**src/rtl/ws2812_pkg.sv**
```systemverilog
// Shared WS2812 line timing and receiver types. The driver and the receiver
// both take their bit timing from here so that loopback stays consistent.
package ws2812_pkg;

  // Receiver decode states
  typedef enum logic [1:0] {
    ST_SYNC = 2'd0,  // waiting for a full latch gap before trusting the line
    ST_IDLE = 2'd1,  // gap seen, waiting for the first rise of a frame
    ST_HIGH = 2'd2,  // measuring a high pulse
    ST_LOW  = 2'd3   // measuring the low time after a bit
  } rx_state_e;

  // Line timing in clk cycles at 24 MHz
  localparam int T1H          = 20;
  localparam int T1L          = 11;
  localparam int T0H          = 10;
  localparam int T0L          = 21;
  localparam int HIGH_THRESH  = 14;
  localparam int MIN_HIGH     = 4;
  localparam int MAX_HIGH     = 40;
  localparam int LATCH_CYCLES = 1200;
  localparam int CNT_W        = 12;
  localparam int WORD_W       = 24;

  // Pixel counter increment that sticks at 255 instead of wrapping
  function automatic logic [7:0] pix_sat_inc(input logic [7:0] v);
    if (v == 8'hFF) begin
      return v;
    end else begin
      return v + 8'd1;
    end
  endfunction

endpackage

```
**src/rtl/ws2812_rx_sync_edge.sv**
```systemverilog
// Two-flop synchronizer for the asynchronous WS2812 line plus one extra
// delay stage for rise/fall detection. Both edges see the same delay, so
// pulse widths measured downstream match the widths on the pin.
module ws2812_rx_sync_edge (
  input  logic clk,
  input  logic rst,
  input  logic din_i,
  output logic ds_o,
  output logic rise_o,
  output logic fall_o
);

  logic meta_q;
  logic ds_q;
  logic dq_q;

  // Synchronizer chain and one-cycle delayed copy for edge detection
  always_ff @(posedge clk) begin
    if (rst) begin
      meta_q <= 1'b0;
      ds_q   <= 1'b0;
      dq_q   <= 1'b0;
    end else begin
      meta_q <= din_i;
      ds_q   <= meta_q;
      dq_q   <= ds_q;
    end
  end

  assign ds_o   = ds_q;
  assign rise_o = ds_q & ~dq_q;
  assign fall_o = ~ds_q & dq_q;

endmodule

```
**src/rtl/ws2812_rx.sv**
```systemverilog
// WS2812 single-wire stream decoder. Classifies each high pulse as a 0 or 1
// by its width, assembles MSB-first 24-bit words, counts pixels per frame
// and detects the latch gap that closes a frame. Any protocol violation
// drops the partial word and forces a resync on a full latch gap.
module ws2812_rx #(
  parameter int HIGH_THRESH  = ws2812_pkg::HIGH_THRESH,
  parameter int MIN_HIGH     = ws2812_pkg::MIN_HIGH,
  parameter int MAX_HIGH     = ws2812_pkg::MAX_HIGH,
  parameter int LATCH_CYCLES = ws2812_pkg::LATCH_CYCLES,
  parameter int CNT_W        = ws2812_pkg::CNT_W
) (
  input  logic        clk,
  input  logic        rst,
  input  logic        din_i,
  output logic [23:0] rgb_o,
  output logic        rgb_valid_o,
  output logic        frame_end_o,
  output logic [7:0]  pixel_count_o,
  output logic        err_o
);

  import ws2812_pkg::*;

  localparam logic [CNT_W-1:0] CNT_ZERO_C   = {CNT_W{1'b0}};
  localparam logic [CNT_W-1:0] CNT_ONE_C    = CNT_W'(1);
  localparam logic [CNT_W-1:0] CNT_MAX_C    = {CNT_W{1'b1}};
  localparam logic [CNT_W-1:0] THRESH_C     = CNT_W'(HIGH_THRESH);
  localparam logic [CNT_W-1:0] MIN_HIGH_C   = CNT_W'(MIN_HIGH);
  localparam logic [CNT_W-1:0] MAX_HIGH_C   = CNT_W'(MAX_HIGH);
  // Compared against the count before increment, so the cycle that would
  // bring the count to LATCH_CYCLES is the one that fires.
  localparam logic [CNT_W-1:0] LATCH_LAST_C = CNT_W'(LATCH_CYCLES - 1);

  // Counter increment that sticks at all-ones instead of wrapping
  function automatic logic [CNT_W-1:0] cnt_inc(input logic [CNT_W-1:0] v);
    if (v == CNT_MAX_C) begin
      return v;
    end else begin
      return v + CNT_ONE_C;
    end
  endfunction

  logic ds_s;
  logic rise_s;
  logic fall_s;

  ws2812_rx_sync_edge u_sync_edge (
    .clk    (clk),
    .rst    (rst),
    .din_i  (din_i),
    .ds_o   (ds_s),
    .rise_o (rise_s),
    .fall_o (fall_s)
  );

  rx_state_e        state_q;
  logic [CNT_W-1:0] hcnt_q;
  logic [CNT_W-1:0] gap_q;
  logic [4:0]       bitcnt_q;
  logic [22:0]      shift_q;
  logic [23:0]      rgb_q;
  logic             rgb_valid_q;
  logic             frame_end_q;
  logic [7:0]       pixel_count_q;
  logic             err_q;

  logic             bit_s;
  logic [23:0]      word_d;
  logic             last_bit_s;

  // Bit decision for the pulse that just ended and the word it completes
  always_comb begin
    bit_s      = (hcnt_q >= THRESH_C);
    word_d     = {shift_q, bit_s};
    last_bit_s = (bitcnt_q == 5'd23);
  end

  // Decode FSM with pulse/gap counters, shift register and registered outputs
  always_ff @(posedge clk) begin
    if (rst) begin
      state_q       <= ST_SYNC;
      hcnt_q        <= CNT_ZERO_C;
      gap_q         <= CNT_ZERO_C;
      bitcnt_q      <= 5'd0;
      shift_q       <= 23'd0;
      rgb_q         <= 24'd0;
      rgb_valid_q   <= 1'b0;
      frame_end_q   <= 1'b0;
      pixel_count_q <= 8'd0;
      err_q         <= 1'b0;
    end else begin
      rgb_valid_q <= 1'b0;
      frame_end_q <= 1'b0;
      err_q       <= 1'b0;
      case (state_q)
        ST_SYNC: begin
          if (ds_s) begin
            gap_q <= CNT_ZERO_C;
          end else if (gap_q == LATCH_LAST_C) begin
            gap_q   <= CNT_ZERO_C;
            state_q <= ST_IDLE;
          end else begin
            gap_q <= cnt_inc(gap_q);
          end
        end
        ST_IDLE: begin
          if (rise_s) begin
            state_q       <= ST_HIGH;
            hcnt_q        <= CNT_ONE_C;
            pixel_count_q <= 8'd0;
            bitcnt_q      <= 5'd0;
          end else begin
            hcnt_q <= CNT_ZERO_C;
          end
        end
        ST_HIGH: begin
          if (ds_s) begin
            if (hcnt_q == MAX_HIGH_C) begin
              // Line stuck high past the longest legal pulse
              err_q    <= 1'b1;
              bitcnt_q <= 5'd0;
              gap_q    <= CNT_ZERO_C;
              state_q  <= ST_SYNC;
            end else begin
              hcnt_q <= cnt_inc(hcnt_q);
            end
          end else if (fall_s) begin
            if (hcnt_q < MIN_HIGH_C) begin
              // Glitch: too short to be a bit
              err_q    <= 1'b1;
              bitcnt_q <= 5'd0;
              gap_q    <= CNT_ZERO_C;
              state_q  <= ST_SYNC;
            end else begin
              shift_q <= word_d[22:0];
              gap_q   <= CNT_ONE_C;
              state_q <= ST_LOW;
              if (last_bit_s) begin
                rgb_q         <= word_d;
                rgb_valid_q   <= 1'b1;
                pixel_count_q <= pix_sat_inc(pixel_count_q);
                bitcnt_q      <= 5'd0;
              end else begin
                bitcnt_q <= bitcnt_q + 5'd1;
              end
            end
          end else begin
            // Low without a seen falling edge cannot be trusted; resync
            err_q    <= 1'b1;
            bitcnt_q <= 5'd0;
            gap_q    <= CNT_ZERO_C;
            state_q  <= ST_SYNC;
          end
        end
        ST_LOW: begin
          if (rise_s) begin
            hcnt_q  <= CNT_ONE_C;
            state_q <= ST_HIGH;
          end else if (gap_q == LATCH_LAST_C) begin
            // Latch gap ends the frame; a partial word is a violation
            frame_end_q <= 1'b1;
            err_q       <= (bitcnt_q != 5'd0);
            bitcnt_q    <= 5'd0;
            gap_q       <= CNT_ZERO_C;
            state_q     <= ST_IDLE;
          end else begin
            gap_q <= cnt_inc(gap_q);
          end
        end
        default: begin
          state_q  <= ST_SYNC;
          gap_q    <= CNT_ZERO_C;
          bitcnt_q <= 5'd0;
        end
      endcase
    end
  end

  assign rgb_o         = rgb_q;
  assign rgb_valid_o   = rgb_valid_q;
  assign frame_end_o   = frame_end_q;
  assign pixel_count_o = pixel_count_q;
  assign err_o         = err_q;

endmodule

```
**config.mk**
```make
export PLATFORM = sky130hd
export DESIGN_NAME = ws2812_rx
export DESIGN_NICKNAME = d
export VERILOG_FILES = /design/src/rtl/ws2812_pkg.sv /design/src/rtl/ws2812_rx_sync_edge.sv /design/src/rtl/ws2812_rx.sv
export SDC_FILE = /design/constraint.sdc
export NUM_CORES = 1
export LEC_CHECK = 0
export BUFFER_PORTS_ARGS = -buffer_cell sky130_fd_sc_hd__buf_2
export CORE_UTILIZATION = 61
export CTS_BUF_LIST = sky130_fd_sc_hd__clkbuf_4
export DETAILED_ROUTE_END_ITERATION = 7
export PLACE_DENSITY = 0.81
export SYNTH_ARGS = -nofsm -noshare
export SYNTH_HDL_FRONTEND = slang
export SYNTH_SLANG_ARGS = --single-unit
```
**constraint.sdc**
```tcl
create_clock -name clk -period 2.5 [get_ports clk]
set_clock_uncertainty 0.15 [all_clocks]
set_input_delay 0.125 -clock clk [delete_from_list [all_inputs] [get_ports clk]]
set_output_delay 0.125 -clock clk [all_outputs]
set_load 0.03 [all_outputs]
```
Word level (Yosys, flattened, before mapping)
Index checks and enable logic that the tools add are counted.

Flip-flop bits (word level): 92. Bits in latches: 0. RAM bits: 0. Memory bits (read-only): 0. Bits of input ports: 3. Output and inout bits: 35. Word-level logic and storage cells: 113. Memories kept: 0.

Add/subtract/negate cells: 4. Multiply operators: 0. Divide/modulo/power cells: 0. $lt $le $gt $ge: 2. Equality and inequality tests: 23. Shifts and indexed selects: 0. Mux-type cells: 49. Bitwise gates (word level): 8. Reductions and logical operators: 14.

Operators with widths (count): $mux 12 (11); $pmux 12 s3 (2); $mux 8 (6); $mux 5 (8); $add 12x1->12 const B (2); $eq 12x12->1 const B (2); $ne 2x2->1 const B (12); $mux 2 (8); $pmux 8 s2 (1); $pmux 5 s3 (1); $reduce_and 5->1 (3); $eq 12x11->1 const B (1); $eq 12x6->1 const B (1); $ge 12x4->1 const B (1); $lt 12x3->1 const B (1); $mux 1 (10); $add 8x1->8 const B (1); $eq 8x8->1 const B (1); $pmux 2 s4 (1); $reduce_and 7->1 (1); $not 1->1 (6); $reduce_and 3->1 (2); $reduce_bool 3->1 (2); $add 5x1->5 const B (1); 13 further kinds (15).

Longest topological paths before layout
Gate-level depths: netlist (run 1).

Depth in word-level cells: 7. Mapped depth: 9. Mapped depth without buffers: 7.

Cells and area by module
Synthesis (run 1) repeated with hierarchy kept, for this count alone.

Cells, all modules: 502. Area, all modules: 4166.5 um^2.

Modules (own cells, without submodules): ws2812_rx (instances 1, cells an instance 494, area each 4075.2 um^2, sequential area each 1781.7 um^2); ws2812_rx_sync_edge (instances 1, cells an instance 8, area each 91.3 um^2, sequential area each 60.1 um^2).

Worst setup path after synthesis (run 1)
Ideal clock, no wire load.

Path type: register -> register. From: register hcnt_q[0]. To: register hcnt_q[10]. Setup time: 72 ps. Data arrival time: 1942 ps. Required time: 2278 ps. Path slack: 337 ps. Stages on the path, launching flop included: 9. Path buffers: 1. Clock period less this slack: 2163 ps. Cell sequence: dfxtp_1 -> inv_1 -> ha_1 -> and4b_4 -> a31o_1 -> a22o_1 -> buf_6 -> or4_1 -> a21oi_1.

Cells in the longest elaborated chain, start to end: 5. Elaborated cells on any way between the ends: 10. Those cells by class: add/sub (1); eq/ne (4); mux (4); reduce/logical (1).

Ends and longest elaborated chain: from (decl) (RTL line ws2812_rx.sv:57) `logic [CNT_W-1:0] hcnt_q;`; from (signal assigned) (RTL line ws2812_rx.sv:125) `hcnt_q <= cnt_inc(hcnt_q);`; $add 12x1->12 (RTL line ws2812_rx.sv:39) `return v + CNT_ONE_C;`; $mux 12 (RTL line ws2812_rx.sv:36) `if (v == CNT_MAX_C) begin`; $mux 12 (RTL line ws2812_rx.sv:118) `if (hcnt_q == MAX_HIGH_C) begin`; $mux 12 (RTL line ws2812_rx.sv:117) `if (ds_s) begin`; $pmux 12 s3 (RTL line ws2812_rx.sv:95) `case (state_q)`.

Several ways; a longest one is shown, not always the timed one. The select of a mux whose other input is x is not followed. A chain may end at the register's enable or synchronous reset.

Worst setup path after layout (run 1)
From: register hcnt_q[0]. To: register hcnt_q[9].

Same word-level chain as after synthesis.

==> out/metrics.yaml, run 1 <==
status: "finished clean"
synth_top_family_by_area: "simple AND/OR/NAND/NOR gates"
ys_ff_latch: 92
synth_edf_count: 0
leakagePower_nw: 1.58
netlist.area_leader.share: 0.459
grt_pass1_wl_um: 14100
yosys_warnings: 0
first_pass_iters: 5
synthAdderAreaFrac: 0.0218
required_ps: 2740
cp-endpoint: "hcnt_q[9]"
die_x_um: 83.1
vias: 3549
rsz0062_at_grt: "false"
r2r_cells: 7
ant_nets: 0
r2r-end: "hcnt_q[9]"
syn_inst: 494
routabilityCongestion: 0.889
layout_common_cells: "nand2_1, dfxtp_1, a21oi_1, buf_2, nor2_1"
drv_cap: 0
cts_buffer_depth: 2
cp-start-kind: "register"
clock-root-buffer: "clkbuf_4"
end_kind: "register"
cts_tree: "yes"
muxShareOfSynthArea: 0.00499
crit_chain: "inv_1, ha_1, and4b_4, a31o_1, a22o_4, or4_1, a21oi_1"
crit_path_start: "hcnt_q[0]"
wl_um: 8240
core-area_um2: 6350
grt_max_degree: 53
antenna_cells: 0
whs_ps: 305
path_class: "reg2reg"
drt-initial-drc-count: 232
syn_to_final_growth_pct: 10.6
num_rows: 29
die_area_um2: 6910
cts_setup_buffers: 0
cts.sinks: 92
final_common_cell: "nand2_1"
hold_viol: 0
cts_max_level: 3
slowest_stage: "or4_1"
cts_inserted_buffers: 9
synth.net_count: 504
pwr_density_cell_nw_per_um2: 532
r2r_setup_slack_ps: 170
total_power_mw: 2.36
ir_drop_mv: 0.419
relSlewSlack: 0.583
drc: 0
wl_per_cell_um: 13.5
grt.total_usage: 0.249
cp.arrival_ps: 2570
synth-compound-area-share: 0.154
clk_latency_ps: 470
port_buffers: 37
layout.nets: 538
viasPerCell: 5.82
hold_path.class: "reg2reg"
tightest_slew_ps: 622
dominantRegCellSynth: "dfxtp_1"
worstPathMaxFanout: 20
synthTopCellsByArea: "dfxtp_1, nand2_1, a21oi_1"
final_max_slew_viol_count: 0
synth-xor-area-share: 0.0327
drive_gt1_frac: 0.139
synth_area_leader_cell: "dfxtp_1"
dp_hpwl_um: 5430
finalSetupViolCount: 0
fin_crit_sh: 0.932
synthesis.area_um2: 4020
tns_ps: 0
start_util: 0.632
antenna_found_initial: 0
grt_pass1_vias: 3284
io-pin-count: 38
ys_async_sr_fraction: 0
cts.clk_slew.worst_paths_ps: 140
synth-simple-area-share: 0.285
reg2reg_from: "hcnt_q[0]"
gr-total-overflow: 0
yosysSeqAreaShare: 0.459
period_needed_ps: 2330
fp.dieH_um: 83.1
cp_slowest_stage_delay_ps: 480
fillers: 535
ys_types: 51
synth_area_per_cell_um2: 8.13
clock.fmax_ghz: 0.429
## cells by family (layout without fill, tap and decap cells)
group / Yosys count / count (layout)
and+or+nand+nor: 235 / 235
AOI/OAI and AO/OA: 101 / 101
DFF: 92 / 92
buffers and inverters: 42 / 81
xor gates and xnor gates: 15 / 15
adders and majority gates: 7 / 7
muxes: 2 / 2
## worst max-delay path: cells and delay by family (launching register included)
kind                     cells  cell delay [ps]
adder cells (fa/ha/maj)      1              200
buffers and inverters        1               80
AND/OR/NAND/NOR              2              690
AO/OA/AOI/OAI                3              740
flip-flops                   1              410
## sequential cells by signal, summed over array words and instances, names as in the netlist
register / flops
u_sync_edge.ds_o: 1
u_sync_edge.meta_q: 1
hcnt_q: 12
state_q: 2
rgb_valid_o: 1
u_sync_edge.dq_q: 1
err_o: 1
shift_q: 23
pixel_count_o: 8
rgb_o: 24
frame_end_o: 1
gap_q: 12
bitcnt_q: 5
## repair_timing
item	in CTS	in global routing
setup endpoints to repair	0	8
hold endpoints to repair	6	0
hold buffers	3	0
gates resized for setup	0	3
## worst min path at each step
stage	start	to	slack [ps]	cells past startpoint
2_1_floorplan	din_i	u_sync_edge.meta_q	100	1
3_3_place_gp	din_i	u_sync_edge.meta_q	190	2
5_1_grt	rgb_o[10]	rgb_o[10]	330	2
3_5_place_dp	din_i	u_sync_edge.meta_q	200	2
6_report	u_sync_edge.meta_q	u_sync_edge.ds_o	300	1
4_1_cts	u_sync_edge.meta_q	u_sync_edge.ds_o	310	1
## routing by layer
metal  track usage  vias up  wire length [µm]
li1              -     1793                 -
met1         0.315     1668              3850
met2         0.409       73              3910
met3        0.0408       15               301
met4         0.133        0               170
met5             0        -                 0
## layout make-up
cell class	instances	area, µm²	share of cell area
clock inverter	7	68.8	0.0155
clock buffer	9	67.6	0.0152
timing repair buffer	52	305	0.0687
sequential	92	1840	0.415
inverter	13	48.8	0.0110
multi-input combinational	360	2010	0.453
tap	77	96.3	0.0217
## cell usage after synthesis (4+ instances only)
cell type	instances
nand2_1	112
dfxtp_1	92
a21oi_1	59
nor2_1	30
clkbuf_1	23
nand3_1	19
xnor2_1	15
inv_1	13
nor3_1	12
nand4_1	10
nor4_1	10
a211oi_1	7
ha_1	7
o21ai_0	6
o31ai_1	6
or3_1	6
nor2b_1	5
or4_1	5
a21o_1	4
and3_1	4
and4_1	4
nor4b_1	4
## power breakdown
part | internal [mW] | switching [mW]
Clock | 0.232 | 0.567
Combinational | 0.0268 | 0.0531
Sequential | 1.48 | 0.00894
Total | 1.73 | 0.629
## through the flow
stage / utilization / worst slack (ps) / instances / cell area [µm²]
global route: 0.700 / 19.2 / 610 / 4440
global placement: 0.672 / 161 / 591 / 4270
finish: 0.700 / 169 / 610 / 4440
CTS: 0.698 / 58.5 / 610 / 4430
floorplan: - / 337 / 494 / 4020
detailed placement: 0.672 / 96.6 / 591 / 4270
Power figures use the tool's default switching activity.
==> run 2, diff against run 1 <==
ABC_AREA = 1   (was not set)
CORE_UTILIZATION = 62   (was 61)
SETUP_SLACK_MARGIN = 0.1   (was not set)
TNS_END_PERCENT = 50   (was not set)
==> out/metrics.yaml, run 2 <==
status: "finished clean"
crit_family: "simple AND/OR/NAND/NOR gates"
synthTopCellsByArea: "dfxtp_1, nand2_1, nor2_1"
final_common_cell: "nand2_1"
yosys_warnings: 0  # unchanged
fillers: 570  # +6.5%
final_max_slew_viol_count: 0  # unchanged
drv_cap: 0  # unchanged
ir_drop_mv: 0.469  # +12%
cp.arrival_ps: 2290  # -280 ps
pwr_density_cell_nw_per_um2: 518  # -2.6%
largest_reg_flops: 24  # unchanged
cts.sinks: 92  # unchanged
place_ws_ps: 413  # +316 ps
end_kind: "register"
synth_edf_count: 0  # unchanged
cts_max_level: 3  # unchanged
rsz0062_at_grt: "false"
port_buffers: 37  # unchanged
ys_async_sr_fraction: 0  # unchanged
syn_to_final_growth_pct: 9.44
tightest_slew_ps: 544  # -77.7 ps
cp-start-kind: "register"
drive_gt1_frac: 0.130  # -0.00885
cp_slowest_stage_delay_ps: 420  # -60 ps
viasPerCell: 5.26  # -9.5%
num_rows: 30  # +3.4%
synth-xor-area-share: 0.0259  # -0.00685
crit_chain: "ha_1, nand2_1, nor2_1, nand3_4, nand2_1, inv_1, nand4_1, nand2_1, nand2_1, inv_1"
cts.clk_slew.worst_paths_ps: 160  # +20 ps
vias: 4068  # +15%
wl_per_cell_um: 12.2  # -9.5%
synth-simple-area-share: 0.331  # +0.0451
fp.dieH_um: 86.3  # +3.8%
cts_inserted_buffers: 9  # unchanged
io-pin-count: 38  # unchanged
relSlewSlack: 0.637  # +0.0542
grt_pass1_vias: 3841  # +17%
yosysSeqAreaShare: 0.418  # -0.0403
synth_area_per_cell_um2: 6.89  # -15%
fin_ws_ps: 430  # +261 ps
cp_common_cell: "nand2_1"
muxShareOfSynthArea: 0  # -0.00499
hold_path.class: "in2reg"
r2r_setup_slack_ps: 430  # +260 ps
dp_hpwl_um: 6500  # +20%
syn_inst: 639  # +29%
drt-initial-drc-count: 285  # +23%
netlist.area_leader.share: 0.418  # -0.0403
worstPathMaxFanout: 16  # -20%
finalSetupViolCount: 0  # unchanged
regArea_um2: 1840  # unchanged
utilization: 0.705  # +0.00562
antenna_found_initial: 0  # unchanged
ys_types: 35  # -31%
layout.nets: 682  # +27%
layout_common_cells: "nand2_1, dfxtp_1, nor2_1, a21oi_1, inv_1"
ant_nets: 0  # unchanged
clock-root-buffer: "clkbuf_4"
die_area_um2: 7440  # +7.7%
cts_buffer_depth: 2  # unchanged
gr-total-overflow: 0  # unchanged
ys_ff_latch: 92  # unchanged
antenna_cells: 0  # unchanged
leakagePower_nw: 1.98  # +25%
synthAdderAreaFrac: 0.0199  # -0.00192
synth-compound-area-share: 0.121  # -0.0331
path_class: "reg2reg"
grt_pass1_wl_um: 16800  # +19%
grt.total_usage: 0.279  # +0.0295
tns_ps: 0  # unchanged
synth_area_leader_cell: "dfxtp_1"
die_x_um: 86.3  # +3.8%
synth_top_family_by_area: "simple AND/OR/NAND/NOR gates"
hold_viol: 0  # unchanged
first_pass_iters: 5  # unchanged
routabilityCongestion: 0.877  # -1.4%
synth.most_common_cell: "nand2_1"
slowest_stage: "dfxtp_1"
critical_path_buf_inv_count: 2  # +1
grt_max_degree: 49  # -7.5%
start_util: 0.644  # +0.0120
synth_common_cells: "nand2_1, dfxtp_1, nor2_1"
clk_latency_ps: 440  # -30 ps
cts_tree: "yes"
synth.net_count: 649  # +29%
period_needed_ps: 2070  # -261 ps
fin_crit_sh: 0.828  # -0.104
cts_setup_buffers: 0  # unchanged
drc: 0  # unchanged
required_ps: 2720  # -20 ps
whs_ps: 269  # -35.3 ps
dominantRegCellSynth: "dfxtp_1"
clock.fmax_ghz: 0.483  # +13%
synthesis.area_um2: 4400  # +9.6%
core-area_um2: 6830  # +7.6%
wl_um: 9450  # +15%
multiInputGateArea_um2: 2200  # +9.1%
[run 2: kinds of logic (layout without fill, tap and decap cells)]
group,Yosys count,in the layout
XOR/XNOR,13,13
adder cells (fa/ha/maj),7,7
buffers and inverters,92,130
AO/OA/AOI/OAI,102,102
flip-flops,92,92
AND/OR/NAND/NOR,333,333
[run 2: path summary, 6_finish.rpt]
path,startpoint,to,cells past startpoint
min,din_i,u_sync_edge.meta_q,4
max,gap_q[0],gap_q[5],10
min reg2reg,u_sync_edge.meta_q,u_sync_edge.ds_o,2
max reg2reg,gap_q[0],gap_q[5],10
[run 2: worst register-to-register path, delay by kind of cell, from the launching register on]
family / cells / cell delay [ps]
buffers and inverters: 2 / 80
adders and majority gates: 1 / 200
and+or+nand+nor: 7 / 1140
DFF: 1 / 420
[run 2: stage by stage]
step                      area [µm²]  std cells  total power [mW]
after floorplan                 4400        639              1.61
after global placement          4640        755              1.63
after detailed placement        4640        755              1.64
after CTS                       4810        773              2.52
after global routing            4820        773              2.60
final                           4820        773              2.50
[run 2: power breakdown]
group          leakage, nW  switching [mW]  internal (mW)
Combinational         1.15          0.0849         0.0348
Sequential           0.742          0.0124           1.48
Clock               0.0814           0.556          0.330
[run 2: area by class of cell]
class                   count  share of cell area
clock buffers               9              0.0140
flip-flops and latches     92               0.382
clock inverters             7              0.0179
well taps                  96              0.0249
multi-input cells         455               0.456
inverters                  70              0.0545
repair buffers             44              0.0504
[run 2: repair_timing]
action / CTS / global route
endpoints found under the setup margin: 0 / 1
gates resized for setup: 0 / 1
hold buffers: 2 / 0
endpoints found under the hold margin: 4 / 0
[run 2: routing by layer]
layer / global-route usage / wire length [µm] / vias up
li1: - / - / 2109
met1: 0.373 / 4410 / 1842
met2: 0.459 / 4440 / 97
met3: 0.0410 / 414 / 20
met4: 0.103 / 181 / 0
met5: 0 / 0 / -
==> run 3, diff against run 2 <==
ABC_AREA = 0   (was 1)
CORE_UTILIZATION = 55   (was 62)
PLACE_DENSITY = 0.77   (was 0.81)
clock period = 1.74 ns   (was 2.5 ns; I/O delays follow)
==> out/metrics.yaml, run 3 (same netlist as run 1, synthesis figures left out) <==
wl_per_cell_um: 15.4  # +26%
tightest_slew_ps: 613  # +69.3 ps
die_x_um: 87.4  # +1.4%
ant_nets: 0  # unchanged
layout_common_cells: "nand2_1, buf_4, dfxtp_1, a21oi_1, buf_2"
layout.nets: 618  # -9.4%
vias: 4089  # +0.52%
rsz0062_at_grt: "true"
fin_ws_ps: -362  # -792 ps
hold_path.class: "reg2reg"
die_area_um2: 7650  # +2.8%
io-pin-count: 38  # unchanged
relSlewSlack: 0.589  # -0.0476
cts_max_level: 3  # unchanged
cts_inserted_buffers: 9  # unchanged
crit_chain: "inv_2, ha_2, and4b_4, a31o_4, a22o_4, or4_4, a21oi_2"
slowest_stage: "or4_4"
tns_ps: -15830  # -15,830 ps
dp_cells: 673  # -11%
seq_power_share: 0.606  # +0.009
wl_um: 11000  # +16%
power.internal_mw: 2.54  # +38%
final_cells: 709  # -8.3%
combPwrFrac: 0.055  # +0.007
finalSetupViolCount: 88  # +88
drt-initial-drc-count: 327  # +15%
port_buffers: 37  # unchanged
routabilityCongestion: 0.873  # -0.48%
gr-total-overflow: 0  # unchanged
cp-start-kind: "register"
hold_viol: 0  # unchanged
cp.arrival_ps: 2350  # +60 ps
ir_drop_mv: 0.530  # +13%
whs_ps: 312  # +42.3 ps
drive_gt1_frac: 0.346  # +0.216
cp_slowest_stage_delay_ps: 480  # +60 ps
clock.fmax_ghz: 0.476  # -1.5%
antenna_found_initial: 0  # unchanged
core-area_um2: 6910  # +1.1%
fp.dieH_um: 87.4  # +1.4%
num_rows: 30  # unchanged
largest_reg_flops: 24  # unchanged
fin_crit_sh: 1.21  # +0.380
grt_pass1_vias: 3567  # -7.1%
period_needed_ps: 2100  # +32.2 ps
worstPathMaxFanout: 5  # -11
clk_latency_ps: 470  # +30 ps
drv_cap: 0  # unchanged
fillers: 448  # -21%
leakagePower_nw: 2.08  # +5.3%
failed_checks: "negative setup slack"
grt.total_usage: 0.267  # -0.0123
grt_pass1_wl_um: 16100  # -3.7%
required_ps: 1990  # -730 ps
cts.sinks: 92  # unchanged
final_common_cell: "nand2_1"
switching_power_mw: 0.965  # +48%
final_max_slew_viol_count: 0  # unchanged
pwr_density_cell_nw_per_um2: 632  # +22%
critical_path_buf_inv_count: 1  # -1
start_util: 0.581  # -0.0630
drc: 0  # unchanged
clock-root-buffer: "clkbuf_4"
utilization: 0.804  # +0.0989
cts_tree: "yes"
antenna_cells: 0  # unchanged
viasPerCell: 5.77  # +9.6%
end_kind: "register"
syn_to_final_growth_pct: 38.3
grt_max_degree: 53  # +8.2%
crit_family: "simple AND/OR/NAND/NOR gates"
cts_buffer_depth: 2  # unchanged
dp_hpwl_um: 6500  # unchanged
clockPowerShare: 0.339  # -0.016
cts.clk_slew.worst_paths_ps: 180  # +20 ps
path_class: "reg2reg"
status: "finished with violations"
swShare: 0.275  # +0.0133
place_ws_ps: -401  # -814 ps
first_pass_iters: 5  # unchanged
==> run 3: changes by cell type in the layout (fill, tap and decap cells not counted), moves of 6 or more <==
cell,before,now
nor2_1,87,29
inv_1,59,11
xnor2_1,0,15
dfxtp_2,0,12
inv_2,10,2
o21ai_0,29,5
buf_4,5,80
dfxtp_1,92,78
a21oi_1,60,54
nand2_1,161,111
o31ai_1,0,6
xor2_1,13,0
nand3_1,46,16
nor4_4,0,9
==> run 3: metrics by stage <==
step	total power [mW]	area, µm²
floorplan	2.26	4130
global placement	2.32	4880
detailed placement	2.32	4880
CTS	3.49	5200
global route	3.61	5550
finish	3.51	5550
==> run 3: final timing paths <==
check / slack [ps] / from / end / depth (start not counted)
hold reg to reg: 310 / rgb_o[16] / rgb_o[16] / 2
setup / recovery: -360 / hcnt_q[0] / hcnt_q[11] / 7
setup reg to reg: -360 / hcnt_q[0] / hcnt_q[11] / 7
hold / removal: 310 / rgb_o[16] / rgb_o[16] / 2
==> run 3: what timing repair did <==
action,4_1_cts,5_1_grt
endpoints found under the hold margin,6,0
cloned,1,2
setup endpoints to repair,89,89
pin swaps,3,13
buffers inserted,4,10
hold buffers,3,0
resized for setup,21,53
==> run 3: power groups by stage <==
stage	clock, mW	combinational [mW]	sequential, mW
2_1_floorplan	0	0.0914	2.17
3_3_place_gp	0	0.145	2.17
3_5_place_dp	0	0.150	2.17
4_1_cts	1.20	0.167	2.13
5_1_grt	1.28	0.207	2.13
6_report	1.19	0.194	2.13
==> run 3: area by class of cell <==
cell class | count | area, µm² | area share
Clock buffer | 9 | 67.6 | 0.0122
Sequential cell | 92 | 1860 | 0.336
Multi-Input combinational cell | 362 | 2400 | 0.433
Inverter | 13 | 48.8 | 0.00879
Tap cell | 96 | 120 | 0.0216
Timing Repair Buffer | 130 | 972 | 0.175
Clock inverter | 7 | 75.1 | 0.0135
==> run 3: worst reg2reg max path, delay by kind of cell, from the launching register on <==
family / cells / cell delay [ps]
compound gates: 3 / 620
fa+ha+maj: 1 / 160
simple gates: 2 / 690
buf+inv: 1 / 40
flops: 1 / 370
==> run 3: metal layers <==
layer  track usage  wire [µm]  vias up
li1              -          -     1960
met1         0.336       4600     1952
met2         0.460       5540      146
met3        0.0427        567       31
met4        0.0954        251        0
met5             0          0        -
